===== config.mk =====
export PLATFORM = sky130hd
export DESIGN_NAME = pipelined_barrel_shifter
export DESIGN_NICKNAME = d
export VERILOG_FILES = /design/src/rtl/pipelined_barrel_shifter.sv
export SDC_FILE = /design/constraint.sdc
export NUM_CORES = 1
export LEC_CHECK = 0
export CORE_ASPECT_RATIO = 1.25
export CORE_UTILIZATION = 53
export CTS_BUF_LIST = sky130_fd_sc_hd__clkbuf_4 sky130_fd_sc_hd__clkbuf_8
export DETAILED_ROUTE_END_ITERATION = 10
export PLACE_DENSITY = 0.9
export SLEW_MARGIN = 20
export SYNTH_ARGS = -nofsm -noshare
export SYNTH_HDL_FRONTEND = slang
export SYNTH_SLANG_ARGS = --single-unit

===== constraint.sdc =====
create_clock -name i_clk -period 2.3 [get_ports i_clk]
set_clock_uncertainty 0.05 [all_clocks]
set_input_delay 0.23 -clock i_clk [delete_from_list [all_inputs] [get_ports i_clk]]
set_output_delay 0.23 -clock i_clk [all_outputs]
set_load 0.02 [all_outputs]

===== src/rtl/pipelined_barrel_shifter.sv =====
// Pipelined barrel shifter: SLL / SRL / SRA / ROL with a valid/ready handshake
// at both ends and a sideband tag. The log2(DATA_W) mux levels are distributed
// over PIPE_STAGES register stages. Level k lives in stage k*PIPE_STAGES/SHAMT_W.
module pipelined_barrel_shifter #(
  parameter  int DATA_W      = 32,
  parameter  int PIPE_STAGES = 2,
  parameter  int TAG_W       = 4,
  localparam int SHAMT_W     = $clog2(DATA_W)
) (
  input  logic               i_clk,
  input  logic               i_reset,
  input  logic               i_flush,
  input  logic               i_valid,
  output logic               o_in_ready,
  input  logic [DATA_W-1:0]  i_op_a,
  input  logic [SHAMT_W-1:0] i_shamt,
  input  logic [1:0]         i_mode,
  input  logic [TAG_W-1:0]   i_tag,
  output logic               o_valid,
  input  logic               i_ready,
  output logic [DATA_W-1:0]  o_result,
  output logic [TAG_W-1:0]   o_tag,
  output logic               o_busy
);

  localparam logic [1:0] MODE_SLL = 2'b00;
  localparam logic [1:0] MODE_SRL = 2'b01;
  localparam logic [1:0] MODE_SRA = 2'b10;

  // One mux level: shift v by amt with the fill rule of the mode.
  // The SRA fill uses the sign captured at input, not the partial data MSB.
  function automatic logic [DATA_W-1:0] lvl_shift(input logic [DATA_W-1:0] v,
                                                  input int amt,
                                                  input logic [1:0] md,
                                                  input logic sg);
    logic [DATA_W-1:0] ones;
    logic [DATA_W-1:0] r;
    ones = '1;
    case (md)
      MODE_SLL: r = v << amt;
      MODE_SRL: r = v >> amt;
      MODE_SRA: r = (v >> amt) | (sg ? ~(ones >> amt) : '0);
      default:  r = (v << amt) | (v >> (DATA_W - amt));
    endcase
    return r;
  endfunction

  // Per-stage outputs collected so neighbours and the port logic can see them.
  logic [PIPE_STAGES-1:0][DATA_W-1:0] stg_data;
  logic [PIPE_STAGES-1:0][TAG_W-1:0]  stg_tag;
  logic [PIPE_STAGES-1:0]             stg_vld;
  logic [PIPE_STAGES-1:0]             rdy;

  for (genvar s = 0; s < PIPE_STAGES; s++) begin : g_st
    // Levels [LO, HI) are handled in this stage.
    localparam int LO = (s * SHAMT_W + PIPE_STAGES - 1) / PIPE_STAGES;
    localparam int HI = ((s + 1) * SHAMT_W + PIPE_STAGES - 1) / PIPE_STAGES;

    logic [DATA_W-1:0]  d_in;
    logic [TAG_W-1:0]   t_in;
    logic               v_in;
    logic [SHAMT_W-1:LO] sh_in;  // only the shamt bits not yet consumed
    logic [1:0]         md_in;
    logic               sg_in;
    logic [DATA_W-1:0]  data_d;
    logic [DATA_W-1:0]  data_q;
    logic [TAG_W-1:0]   tag_q;
    logic               vld_q;
    logic               ld;

    if (s == 0) begin : g_src
      assign d_in  = i_op_a;
      assign t_in  = i_tag;
      assign v_in  = i_valid;
      assign sh_in = i_shamt;
      assign md_in = i_mode;
      assign sg_in = i_op_a[DATA_W-1];
    end else begin : g_src
      assign d_in  = stg_data[s-1];
      assign t_in  = stg_tag[s-1];
      assign v_in  = stg_vld[s-1];
      assign sh_in = g_st[s-1].g_ctl.sh_q;
      assign md_in = g_st[s-1].g_ctl.md_q;
      assign sg_in = g_st[s-1].g_ctl.sg_q;
    end

    // A stage can take new data if any stage at or after it is empty, or the
    // consumer is ready; equivalent to the chained !valid || ready_next form.
    assign rdy[s] = i_ready | ~(&stg_vld[PIPE_STAGES-1:s]);
    assign ld     = rdy[s] & v_in & ~i_flush;

    // Apply this stage's shift levels to the incoming partial result.
    always_comb begin
      data_d = d_in;
      for (int k = LO; k < HI; k++)
        if (sh_in[k]) data_d = lvl_shift(data_d, 1 << k, md_in, sg_in);
    end

    // Stage register: flush beats advance; data/tag only move with real work.
    always_ff @(posedge i_clk or posedge i_reset) begin
      if (i_reset) begin
        vld_q  <= 1'b0;
        data_q <= '0;
        tag_q  <= '0;
      end else begin
        if (i_flush)     vld_q <= 1'b0;
        else if (rdy[s]) vld_q <= v_in;
        if (ld) begin
          data_q <= data_d;
          tag_q  <= t_in;
        end
      end
    end

    // Control sideband exists only where a later stage still needs it.
    if (s < PIPE_STAGES - 1) begin : g_ctl
      logic [SHAMT_W-1:HI] sh_q;
      logic [1:0]          md_q;
      logic                sg_q;

      // Remaining shamt bits, mode and captured sign travel with the data.
      always_ff @(posedge i_clk or posedge i_reset) begin
        if (i_reset) begin
          sh_q <= '0;
          md_q <= '0;
          sg_q <= 1'b0;
        end else if (ld) begin
          sh_q <= sh_in[SHAMT_W-1:HI];
          md_q <= md_in;
          sg_q <= sg_in;
        end
      end
    end

    assign stg_data[s] = data_q;
    assign stg_tag[s]  = tag_q;
    assign stg_vld[s]  = vld_q;
  end

  assign o_in_ready = rdy[0];
  assign o_valid    = stg_vld[PIPE_STAGES-1];
  assign o_result   = stg_data[PIPE_STAGES-1];
  assign o_tag      = stg_tag[PIPE_STAGES-1];
  assign o_busy     = |stg_vld;

endmodule


## Yosys cells after proc, flatten, opt, wreduce, memory -nomap -nowiden

Index checks and enable logic that the tools add are counted.

- Register bits: 79
- Input port bits: 48
- Output and inout bits: 39
- Word-level logic and storage cells: 57

- Eq/ne operators: 4
- Multiplexer cells: 19
- Bitwise logic cells: 19
- Reductions and logical operators: 6

Operators by type and width:

| cell | count |
|---|---|
| 32-bit one-hot mux with 3 select lines | 5 |
| 32-bit 2-to-1 mux | 10 |
| 16-bit by 32-bit bitwise OR with 32-bit output | 1 |
| 24-bit by 32-bit bitwise OR with 32-bit output | 1 |
| 28-bit by 32-bit bitwise OR with 32-bit output | 1 |
| 30-bit by 32-bit bitwise OR with 32-bit output | 1 |
| 31-bit by 32-bit bitwise OR with 32-bit output | 1 |
| 32-bit by 1-bit bitwise OR with 32-bit output | 1 |
| 32-bit by 16-bit bitwise OR with 32-bit output | 1 |
| 32-bit by 2-bit bitwise OR with 32-bit output | 1 |
| 32-bit by 4-bit bitwise OR with 32-bit output | 1 |
| 32-bit by 8-bit bitwise OR with 32-bit output | 1 |
| 1-bit AND | 4 |
| 2-bit by 1-bit equality test with 1-bit output, second input constant | 2 |
| 2-bit equality test, second input constant | 2 |
| 2-bit zero test | 2 |
| 1-bit 2-to-1 mux | 4 |
| 2-bit nonzero test | 2 |
| 1-bit NOT | 3 |
| 1-bit bitwise OR | 2 |
| 2-bit AND reduction | 1 |
| 2-bit OR reduction | 1 |

## Depth between registers and ports, before layout

- Depth in word-level cells: 10
- Mapped depth: 9
- Mapped depth without buffers: 5

## Worst setup path before layout

OpenSTA, ideal clock, no wires.

- Path kind: flip-flop to flip-flop
- From: register g_st[1].vld_q (netlist: o_valid)
- To: register g_st[0].data_q[29]
- Setup time: 0.082 ns
- Arrival time: 1.798 ns
- Required time: 2.168 ns
- Slack: 0.370 ns
- Cell stages (with the launch flop): 8
- Path buffers: 3
- Clock period less this slack: 1.930 ns
- Cell sequence: dfrtp_1 -> and3b_1 -> clkbuf_1 -> nor2_1 -> clkbuf_1 -> clkbuf_1 -> o32ai_1 -> a31oi_1

- Cells in the longest elaborated chain, start to end: 5

RTL lines:

| element | RTL line | source |
|---|---|---|
| from (decl) | 68 | `logic vld_q;` |
| from (signal assigned) | 107 | `else if (rdy[s]) vld_q <= v_in;` |
| 2-bit AND reduction | 89 | `assign rdy[s] = i_ready \| ~(&stg_vld[PIPE_STAGES-1:s]);` |
| 1-bit NOT | 89 |  |
| 1-bit bitwise OR | 89 |  |
| 1-bit AND (2 in a row) | 90 | `assign ld = rdy[s] & v_in & ~i_flush;` |
| to (signal assigned) | 109 | `data_q <= data_d;` |
| to (decl) | 66 | `logic [DATA_W-1:0] data_q;` |

Every way passes these cells.
A chain may end at the register's enable or synchronous reset.

## Worst setup path in the final report

- From: input port i_mode[0]
- To: register g_st[0].data_q[13]

- Cells in the longest elaborated chain, start to end: 9
- Elaborated cells on any way between the ends: 13
- Classes of those cells: 2 x eq/ne; 6 x mux; 4 x bitwise; 1 x reduce/logical

RTL lines:

| element | RTL line | source |
|---|---|---|
| from (decl) | 17 | `input logic [1:0] i_mode,` |
| 2-bit equality test (tied with other cells) | 39 | `case (md)` |
| 32-bit one-hot mux with 3 select lines | 39 |  |
| 32-bit 2-to-1 mux | 96 | `if (sh_in[k]) data_d = lvl_shift(data_d, 1 << k, md_in, sg_in);` |
| 32-bit by 2-bit bitwise OR with 32-bit output or 30-bit by 32-bit bitwise OR with 32-bit output (tied branches) | 43, 42 |  |
| 32-bit one-hot mux with 3 select lines | 39 |  |
| 32-bit 2-to-1 mux | 96 |  |
| 32-bit by 4-bit bitwise OR with 32-bit output or 28-bit by 32-bit bitwise OR with 32-bit output (tied branches) | 43, 42 |  |
| 32-bit one-hot mux with 3 select lines | 39 |  |
| 32-bit 2-to-1 mux (*) | 96 |  |

Mark *: on every way between the ends. The rest lies on a longest branch, timed or not.

==> flow_results.xml <==
<?xml version="1.0" encoding="UTF-8"?>
<metrics>
  <group name="outcome">
    <metric name="outcome" unit="">completed</metric>
  </group>
  <group name="grt">
    <metric name="grt_max_degree" unit="">80</metric>
    <metric name="first_global_vias" unit="">7801</metric>
    <metric name="initial_antenna_violation_count" unit="">0</metric>
    <metric name="groute.usage.overall" unit="%">39.3</metric>
    <metric name="grt_overflow" unit="">0</metric>
    <metric name="grt_pass1_wl" unit="um">41800</metric>
  </group>
  <group name="floorplan">
    <metric name="placement_rows" unit="">46</metric>
    <metric name="chipHeight" unit="um">131</metric>
    <metric name="die-width" unit="um">105</metric>
    <metric name="io_pins" unit="">87</metric>
    <metric name="start_util" unit="%">55.0</metric>
    <metric name="core_area" unit="sq mm">0.0128</metric>
    <metric name="die_area" unit="sq mm">0.0137</metric>
  </group>
  <group name="yosys">
    <metric name="synth_edf_count" unit="">0</metric>
    <metric name="syn-instance-count" unit="">937</metric>
    <metric name="synthesis.nets" unit="">985</metric>
    <metric name="netlist.area_leader.share" unit="%">28.2</metric>
    <metric name="synthDistinctLibCells" unit="">66</metric>
    <metric name="yosys_most_used_dff" unit="">sky130_fd_sc_hd__dfrtp_1</metric>
    <metric name="yosysTopAreaCell" unit="">sky130_fd_sc_hd__dfrtp_1</metric>
    <metric name="post_synth_xor_area_fraction" unit="%">0.713</metric>
    <metric name="synth_seq_area_share" unit="%">28.2</metric>
    <metric name="synthAdderAreaFrac" unit="%">0</metric>
    <metric name="synth-seq-cells" unit="">79</metric>
    <metric name="synth_compound_gate_area_share" unit="%">33.3</metric>
    <metric name="top_cells_by_area_in_the_synthesized_netlist" unit="">sky130_fd_sc_hd__dfrtp_1, sky130_fd_sc_hd__nand2_1, sky130_fd_sc_hd__o21ai_0, sky130_fd_sc_hd__mux2i_1, sky130_fd_sc_hd__nor2_1</metric>
    <metric name="synthSimpleGateAreaFrac" unit="%">21.1</metric>
    <metric name="syn-cell-area" unit="sq mm">0.00702</metric>
    <metric name="yosys_warnings" unit="">0</metric>
    <metric name="synthArstFlopShare" unit="%">100</metric>
    <metric name="post_synth_mux_area_share" unit="%">10.4</metric>
    <metric name="dominant_combinational_cell_family_by_area_after_synthesis" unit="">compound AO/OA/AOI/OAI gates</metric>
    <metric name="synth.avg_cell_area" unit="sq um">7.49</metric>
  </group>
  <group name="setup_path">
    <metric name="end_kind" unit="">flip-flop</metric>
    <metric name="cp_data_arrival_time" unit="ns">2.49</metric>
    <metric name="worst-r2r-cell-count" unit="">6</metric>
    <metric name="worstReg2RegEnd" unit="">o_result[0]$_DFFE_PP0P_</metric>
    <metric name="kind_of_critical_path" unit="">input pin to flip-flop</metric>
    <metric name="cp-startpoint" unit="">i_mode[0]</metric>
    <metric name="cp-start-kind" unit="">input pin</metric>
    <metric name="max_fo_critical_path" unit="">31</metric>
    <metric name="worst_ep_required_time" unit="ns">2.49</metric>
    <metric name="rr_startpoint" unit="">g_st[0].g_ctl.md_q[1]$_DFFE_PP0P_</metric>
    <metric name="reg2reg_setup_slack" unit="ns">0.10</metric>
  </group>
  <group name="drt">
    <metric name="routed_wire_length_per_instance" unit="um">21.7</metric>
    <metric name="vias_per_cell" unit="">6.77</metric>
    <metric name="remaining_drc_errors" unit="">0</metric>
    <metric name="detail_route.first_pass.iterations" unit="">6</metric>
    <metric name="detail-route-antenna-nets" unit="">0</metric>
    <metric name="totalWireLength" unit="um">27300</metric>
    <metric name="routed_vias" unit="">8504</metric>
    <metric name="drt_iter0_drc" unit="">1259</metric>
  </group>
  <group name="clock_tree">
    <metric name="total_clock_buffers_created_by_cts" unit="">9</metric>
    <metric name="numClockSinks" unit="">79</metric>
    <metric name="ctsLongestPathBuffers" unit="">2</metric>
    <metric name="cts_tree" unit="">built</metric>
    <metric name="clock_tree.htree_level_count" unit="">3</metric>
    <metric name="clk_latency" unit="ns">0.37</metric>
    <metric name="root_buffer" unit="">sky130_fd_sc_hd__clkbuf_8</metric>
    <metric name="worst_setup_hold_path_clk_slew" unit="ns">0.09</metric>
  </group>
  <group name="placed_design">
    <metric name="place_congestion" unit="">1.08</metric>
    <metric name="buffer_ports.inserted" unit="">86</metric>
    <metric name="hpwl" unit="um">20400</metric>
    <metric name="place_inst" unit="">1237</metric>
  </group>
  <group name="sta">
    <metric name="fin_worst_hold_slack" unit="ns">0.268</metric>
    <metric name="layout_min_cycle_time" unit="ns">2.30</metric>
    <metric name="min_period_over_period" unit="%">99.8</metric>
    <metric name="report.final.slew_viol_count" unit="">0</metric>
    <metric name="rsz_0062_raised_after_global_routing" unit="">true</metric>
    <metric name="fmaxAchievable" unit="MHz">436</metric>
    <metric name="tightest_slew" unit="ns">0.620</metric>
    <metric name="fin_setup_tns" unit="ns">0</metric>
    <metric name="timing.final.hold_violations" unit="">0</metric>
    <metric name="finalSetupViolations" unit="">0</metric>
    <metric name="slew_headroom" unit="%">58.2</metric>
  </group>
  <group name="power">
    <metric name="power-per-cell-area" unit="mW/mm^2">668</metric>
    <metric name="cellLeakagePower" unit="nW">3.86</metric>
    <metric name="worst_ir_drop_vdd" unit="mV">0.459</metric>
    <metric name="p_total" unit="mW">6.12</metric>
  </group>
  <group name="finish">
    <metric name="final_nets" unit="">1132</metric>
    <metric name="finalNonFillerCells" unit="">1257</metric>
    <metric name="n_antenna_cell" unit="">0</metric>
    <metric name="layout-area-overhead-vs-synth" unit="%">30.6</metric>
    <metric name="drive_gt1_share" unit="%">19.6</metric>
  </group>
  <group name="worst_hold_path">
    <metric name="timing.hold.worst.class" unit="">input pin to async pin</metric>
  </group>
  <group name="flow_run">
    <metric name="maxCapViolations" unit="">0</metric>
  </group>
</metrics>
through the flow:
| step | util (%) | cell area, sq um | worst slack (ns) |
|---|---|---|---|
| final | 71.8 | 9170 | 0.00480 |
| after global routing | 71.8 | 9170 | -0.0180 |
| after CTS | 71.2 | 9090 | 0.0348 |
| after detailed placement | 69.4 | 8870 | -0.409 |
| after global placement | 69.4 | 8870 | -0.397 |
| after floorplan | - | 7030 | 0.370 |
sequential cells by signal, summed over array words and instances, names as in the netlist:
| register | count |
|---|---|
| g_st.data_q | 32 |
| o_result | 32 |
| g_st.tag_q | 4 |
| o_tag | 4 |
| g_st.g_ctl.md_q | 2 |
| g_st.g_ctl.sh_q | 2 |
| g_st.g_ctl.sg_q | 1 |
| g_st.vld_q | 1 |
| o_valid | 1 |
Yosys cell counts (6+ instances only):
library cell,count
sky130_fd_sc_hd__o21ai_0,77
sky130_fd_sc_hd__mux2_2,18
sky130_fd_sc_hd__o32ai_1,7
sky130_fd_sc_hd__a211oi_1,25
sky130_fd_sc_hd__o211ai_1,7
sky130_fd_sc_hd__dfrtp_1,79
sky130_fd_sc_hd__o221ai_1,11
sky130_fd_sc_hd__a31o_2,9
sky130_fd_sc_hd__o31ai_1,7
sky130_fd_sc_hd__buf_2,25
sky130_fd_sc_hd__nor2_1,85
sky130_fd_sc_hd__inv_1,12
sky130_fd_sc_hd__nand2_1,183
sky130_fd_sc_hd__nor2b_1,11
sky130_fd_sc_hd__buf_1,9
sky130_fd_sc_hd__mux4_2,8
sky130_fd_sc_hd__a21oi_1,58
sky130_fd_sc_hd__a22o_1,9
sky130_fd_sc_hd__nand2b_1,8
sky130_fd_sc_hd__a31oi_1,20
sky130_fd_sc_hd__a311oi_1,33
sky130_fd_sc_hd__o21a_1,10
sky130_fd_sc_hd__nand3_1,24
sky130_fd_sc_hd__clkbuf_1,56
sky130_fd_sc_hd__and3_1,6
sky130_fd_sc_hd__mux2i_1,35
sky130_fd_sc_hd__o22ai_1,10
sky130_fd_sc_hd__nor3_1,15
sky130_fd_sc_hd__a221o_1,9
worst max-delay path: stages:
cell,delay (ns)
sky130_fd_sc_hd__clkdlybuf4s50_1,0.57
sky130_fd_sc_hd__buf_4,0.18
sky130_fd_sc_hd__xor2_4,0.29
sky130_fd_sc_hd__buf_12,0.23
sky130_fd_sc_hd__mux2_2,0.20
sky130_fd_sc_hd__a21oi_1,0.08
sky130_fd_sc_hd__a2111oi_1,0.55
sky130_fd_sc_hd__nor3_1,0.12
kinds of logic (layout without fill, tap and decap cells):
family	count (synthesis)	count (layout)
AOI/OAI and AO/OA	337	337
buffers and inverters	106	258
xor gates and xnor gates	4	4
DFF	79	79
muxes	61	61
and+or+nand+nor	350	350
layout by cell type, fill, tap and decap left out, types with 11 or more instances in the layout:
cell	count
sky130_fd_sc_hd__nand2_1	183
sky130_fd_sc_hd__buf_4	134
sky130_fd_sc_hd__nor2_1	84
sky130_fd_sc_hd__clkdlybuf4s50_1	83
sky130_fd_sc_hd__dfrtp_1	78
sky130_fd_sc_hd__o21ai_0	77
sky130_fd_sc_hd__a21oi_1	58
sky130_fd_sc_hd__mux2i_1	35
sky130_fd_sc_hd__a311oi_1	31
sky130_fd_sc_hd__a211oi_1	25
sky130_fd_sc_hd__nand3_1	24
sky130_fd_sc_hd__a31oi_1	20
sky130_fd_sc_hd__mux2_2	18
sky130_fd_sc_hd__nor3_1	15
sky130_fd_sc_hd__nor2b_1	11
sky130_fd_sc_hd__inv_1	11
sky130_fd_sc_hd__o221ai_1	11
where the power goes:
group	leakage, nW	switching, mW	internal [mW]
clock network	0.114	0.552	0.615
logic	2.80	1.56	1.33
registers	0.947	0.371	1.70
total	3.86	2.48	3.64
repair_timing:
| item | in CTS | in global routing |
|---|---|---|
| gates resized for setup | 1 | 3 |
| cloned | 0 | 1 |
| hold buffers | 0 | 0 |
| buffers inserted | 0 | 3 |
| setup endpoints to repair | 1 | 13 |
| pin swaps | 0 | 1 |
metal layers:
layer	up-vias	track usage [%]	wire, um
met5	-	0	0
met4	0	28.0	2020
met3	152	5.36	2740
met2	654	64.9	12500
met1	3906	48.0	9960
li1	3792	-	-
worst max-delay path by stage:
| stage | endpoint | slack, ns | cells past startpoint |
|---|---|---|---|
| after floorplan | g_st[0].data_q[29]$_DFFE_PP0P_ | 0.37 | 7 |
| after global placement | g_st[0].data_q[13]$_DFFE_PP0P_ | -0.40 | 8 |
| after detailed placement | g_st[0].data_q[13]$_DFFE_PP0P_ | -0.41 | 8 |
| after CTS | g_st[0].data_q[4]$_DFFE_PP0P_ | 0.03 | 8 |
| after global routing | g_st[0].data_q[13]$_DFFE_PP0P_ | -0.02 | 8 |
| final | g_st[0].data_q[13]$_DFFE_PP0P_ | 0.005 | 8 |
final cells by class:
cell class / count / area [sq um]
Tap cell: 168 / 210
Clock buffer: 9 / 124
Clock inverter: 7 / 96.3
Timing Repair Buffer: 229 / 2060
Multi-Input combinational cell: 752 / 4650
Fill cell: 1073 / 3610
Inverter: 13 / 52.6
Sequential cell: 79 / 1980
No activity file was read; power rests on OpenSTA's default activity.
==> variant (config.mk and constraints unchanged) <==
Add an input register stage for `i_mode`, with the module's reset; this delays it by one clock. The other inputs are not delayed to match.
--- a/src/rtl/pipelined_barrel_shifter.sv
+++ b/src/rtl/pipelined_barrel_shifter.sv
@@ -26,6 +26,16 @@
   localparam logic [1:0] MODE_SLL = 2'b00;
   localparam logic [1:0] MODE_SRL = 2'b01;
   localparam logic [1:0] MODE_SRA = 2'b10;
+
+  logic [1:0] i_mode_q;
+
+  always_ff @(posedge i_clk or posedge i_reset) begin
+    if (i_reset) begin
+      i_mode_q <= '0;
+    end else begin
+      i_mode_q <= i_mode;
+    end
+  end
 
   // One mux level: shift v by amt with the fill rule of the mode.
   // The SRA fill uses the sign captured at input, not the partial data MSB.
@@ -73,7 +83,7 @@
       assign t_in  = i_tag;
       assign v_in  = i_valid;
       assign sh_in = i_shamt;
-      assign md_in = i_mode;
+      assign md_in = i_mode_q;
       assign sg_in = i_op_a[DATA_W-1];
     end else begin : g_src
       assign d_in  = stg_data[s-1];
Check against the original RTL: not equivalent (a bounded check fails within 4 cycles, from zero or initial values and one cycle with i_reset high).
==> variant against the original RTL <==
Wire length down 3.1%; synthesized area increased by 4.3%; count of clock-buffer cells in the layout unchanged; synthesized cell count did not move; worst setup slack better by 0.056 ns; final area shrank 1.9%; critical path depth shrank 2; via count fell by 3.1%; power shrank 0.33%; sequential cell count up 2; combinational power is 3% lower; utilization down 4.3 points; worst hold slack got worse by 0.024 ns; highest routed layer is now met5.
==> variant: results (changes against the original RTL) <==
Worst setup path
  – Crit-path leading delay family: compound AO/OA/AOI/OAI gates
  – Critical-path maximum fanout: 35 (+13%)
  – CP Class: reg2reg
  – CP arrival: 2.43 ns (-0.06 ns)
  – Slowest Stage Delay on Critical Path: 0.50 ns (-0.07 ns)
  – Slowest stage cell, crit path: dfrtp_2
  – CP startpoint kind: flop

GRT
  – Largest net degree at the start of global routing: 82 (+2.5%)
  – GRT Total Usage: 37.9% (-1.4 points)
  – First-pass GRT wire length: 42000 um (+0.56%)
  – Initial antenna violation count: 1 (+1)
  – Number of global-route vias before repair: 7645 (-2.0%)

Synth
  – Ys flop type: dfrtp_1
  – Synth top cells by count: nand2_1, dfrtp_1, o21ai_0, nor2_1
  – Leading post-synthesis cells by cell area: dfrtp_1, nand2_1, mux2i_1
  – Post-Syn Nets: 985 (unchanged)
  – Yosys cell types: 69 (+4.5%)
  – Post-synth ARST share: 100% (unchanged)
  – Post-synthesis sequential area ratio: 27.7% (-0.49 points)
  – Post-synthesis cell count: 937 (unchanged)

Pwr
  – Sequential Power Share: 34.3% (+0.5 points)
  – VDD IR max: 0.560 mV (+22%)
  – Pleak: 0.00366 uW (-5.3%)
  – Clk. pwr: 1220 uW (+4%)
  – Pwr dens: 678 mW/mm^2 (+1.6%)
  – Sw Share: 40.3% (-0.23 points)

CTS
  – Clk buf depth: 2 (unchanged)
  – Reg clk slew, reported paths: 0.09 ns (about the same)
  – # H-tree levels: 3 (unchanged)
  – Root Buffer: clkbuf_8
  – CTS Buf Count: 9 (unchanged)

Drt
  – Via count: 8238 (-3.1%)
  – TritonRoute pass-1 iters: 6 (unchanged)
  – Vias per cell: 6.88 (+1.7%)
  – First DRT Iteration DRCs: 1058 (-16%)
  – DRT Wirelength: 26400 um (-3.1%)

Placement
  – Pre-CTS setup slack: -0.0399 ns (+0.370 ns)
  – Hpwl dp: 19600 um (-3.6%)
  – RePlAce Congestion: 1.04 (-3.3%)
  – Placed Instances: 1175 (-5.0%)
  – Placed Area: 0.00871 mm^2 (-1.8%)

Cells and area
  – Layout Nets: 1069 (-5.6%)
  – Fillers: 1081 (+0.75%)
  – Share of post-route cells with drive strength above 1: 14.4% (-5.1 points)
  – Final instance area: 0.00900 mm^2 (-1.9%)

Status
  – Run status: completed

Worst hold path
  – Tightest Hold Check Type: in2reg

Timing
  – Worst slew pin tran: 0.567 ns (-0.0521 ns)
-- variant: cell count changes after synthesis, moves of 9 or more --
cell and change:
a31o_2 -9, o211ai_1 +16, a311oi_1 -10, nand2_1 -30
buf_2 +11, mux2i_1 +21, clkbuf_1 -12, nor2_1 -22
-- variant: cells by family (layout without fill, tap and decap cells) --
| group | after synthesis | count (layout) | share of synthesized area, % |
|---|---|---|---|
| AND/OR/NAND/NOR | 354 | 354 | 22.5 |
| AO/OA/AOI/OAI | 310 | 310 | 29.0 |
| buffers and inverters | 108 | 197 | 6.46 |
| multiplexers | 81 | 81 | 13.8 |
| flip-flops | 81 | 81 | 27.7 |
| XOR/XNOR | 3 | 3 | 0.564 |
-- variant: path summary, 6_finish.rpt --
check                                       from  slack, ns  depth (start not counted)                  to
worst min-delay path                   i_mode[0]       0.24                          1    g_st[0].md_in[0]
max in group asynchronous                i_reset       1.57                          3        o_result[28]
min in group asynchronous                i_reset       0.28                          3            o_tag[0]
worst min register to register  g_st[0].tag_q[3]       0.43                          2            o_tag[3]
worst max register to register  g_st[0].md_in[1]       0.06                          6  g_st[0].data_q[18]
worst max-delay path            g_st[0].md_in[1]       0.06                          6  g_st[0].data_q[18]
-- variant: layout make-up --
cell class	count	area share (%)
Clock inverter	7	1.13
Sequential cell	81	22.6
Inverter	13	0.584
Timing Repair Buffer	168	18.0
Multi-Input combinational cell	748	54.0
Tap cell	171	2.38
Clock buffer	9	1.38
-- variant: metal layers --
metal	part of all wire, %	GRT usage, %	vias up
met5	0.049	0	-
met4	5.7	21.5	2
met3	9.6	7.00	116
met2	47	59.9	606
met1	38	48.6	3843
li1	-	-	3671
-- variant: timing repair --
action	in CTS	in global routing
hold buffers	0	0
gates resized for setup	0	2
pin swaps	1	1
setup buffers	3	3
endpoints found under the hold margin	0	0
endpoints found under the setup margin	1	11
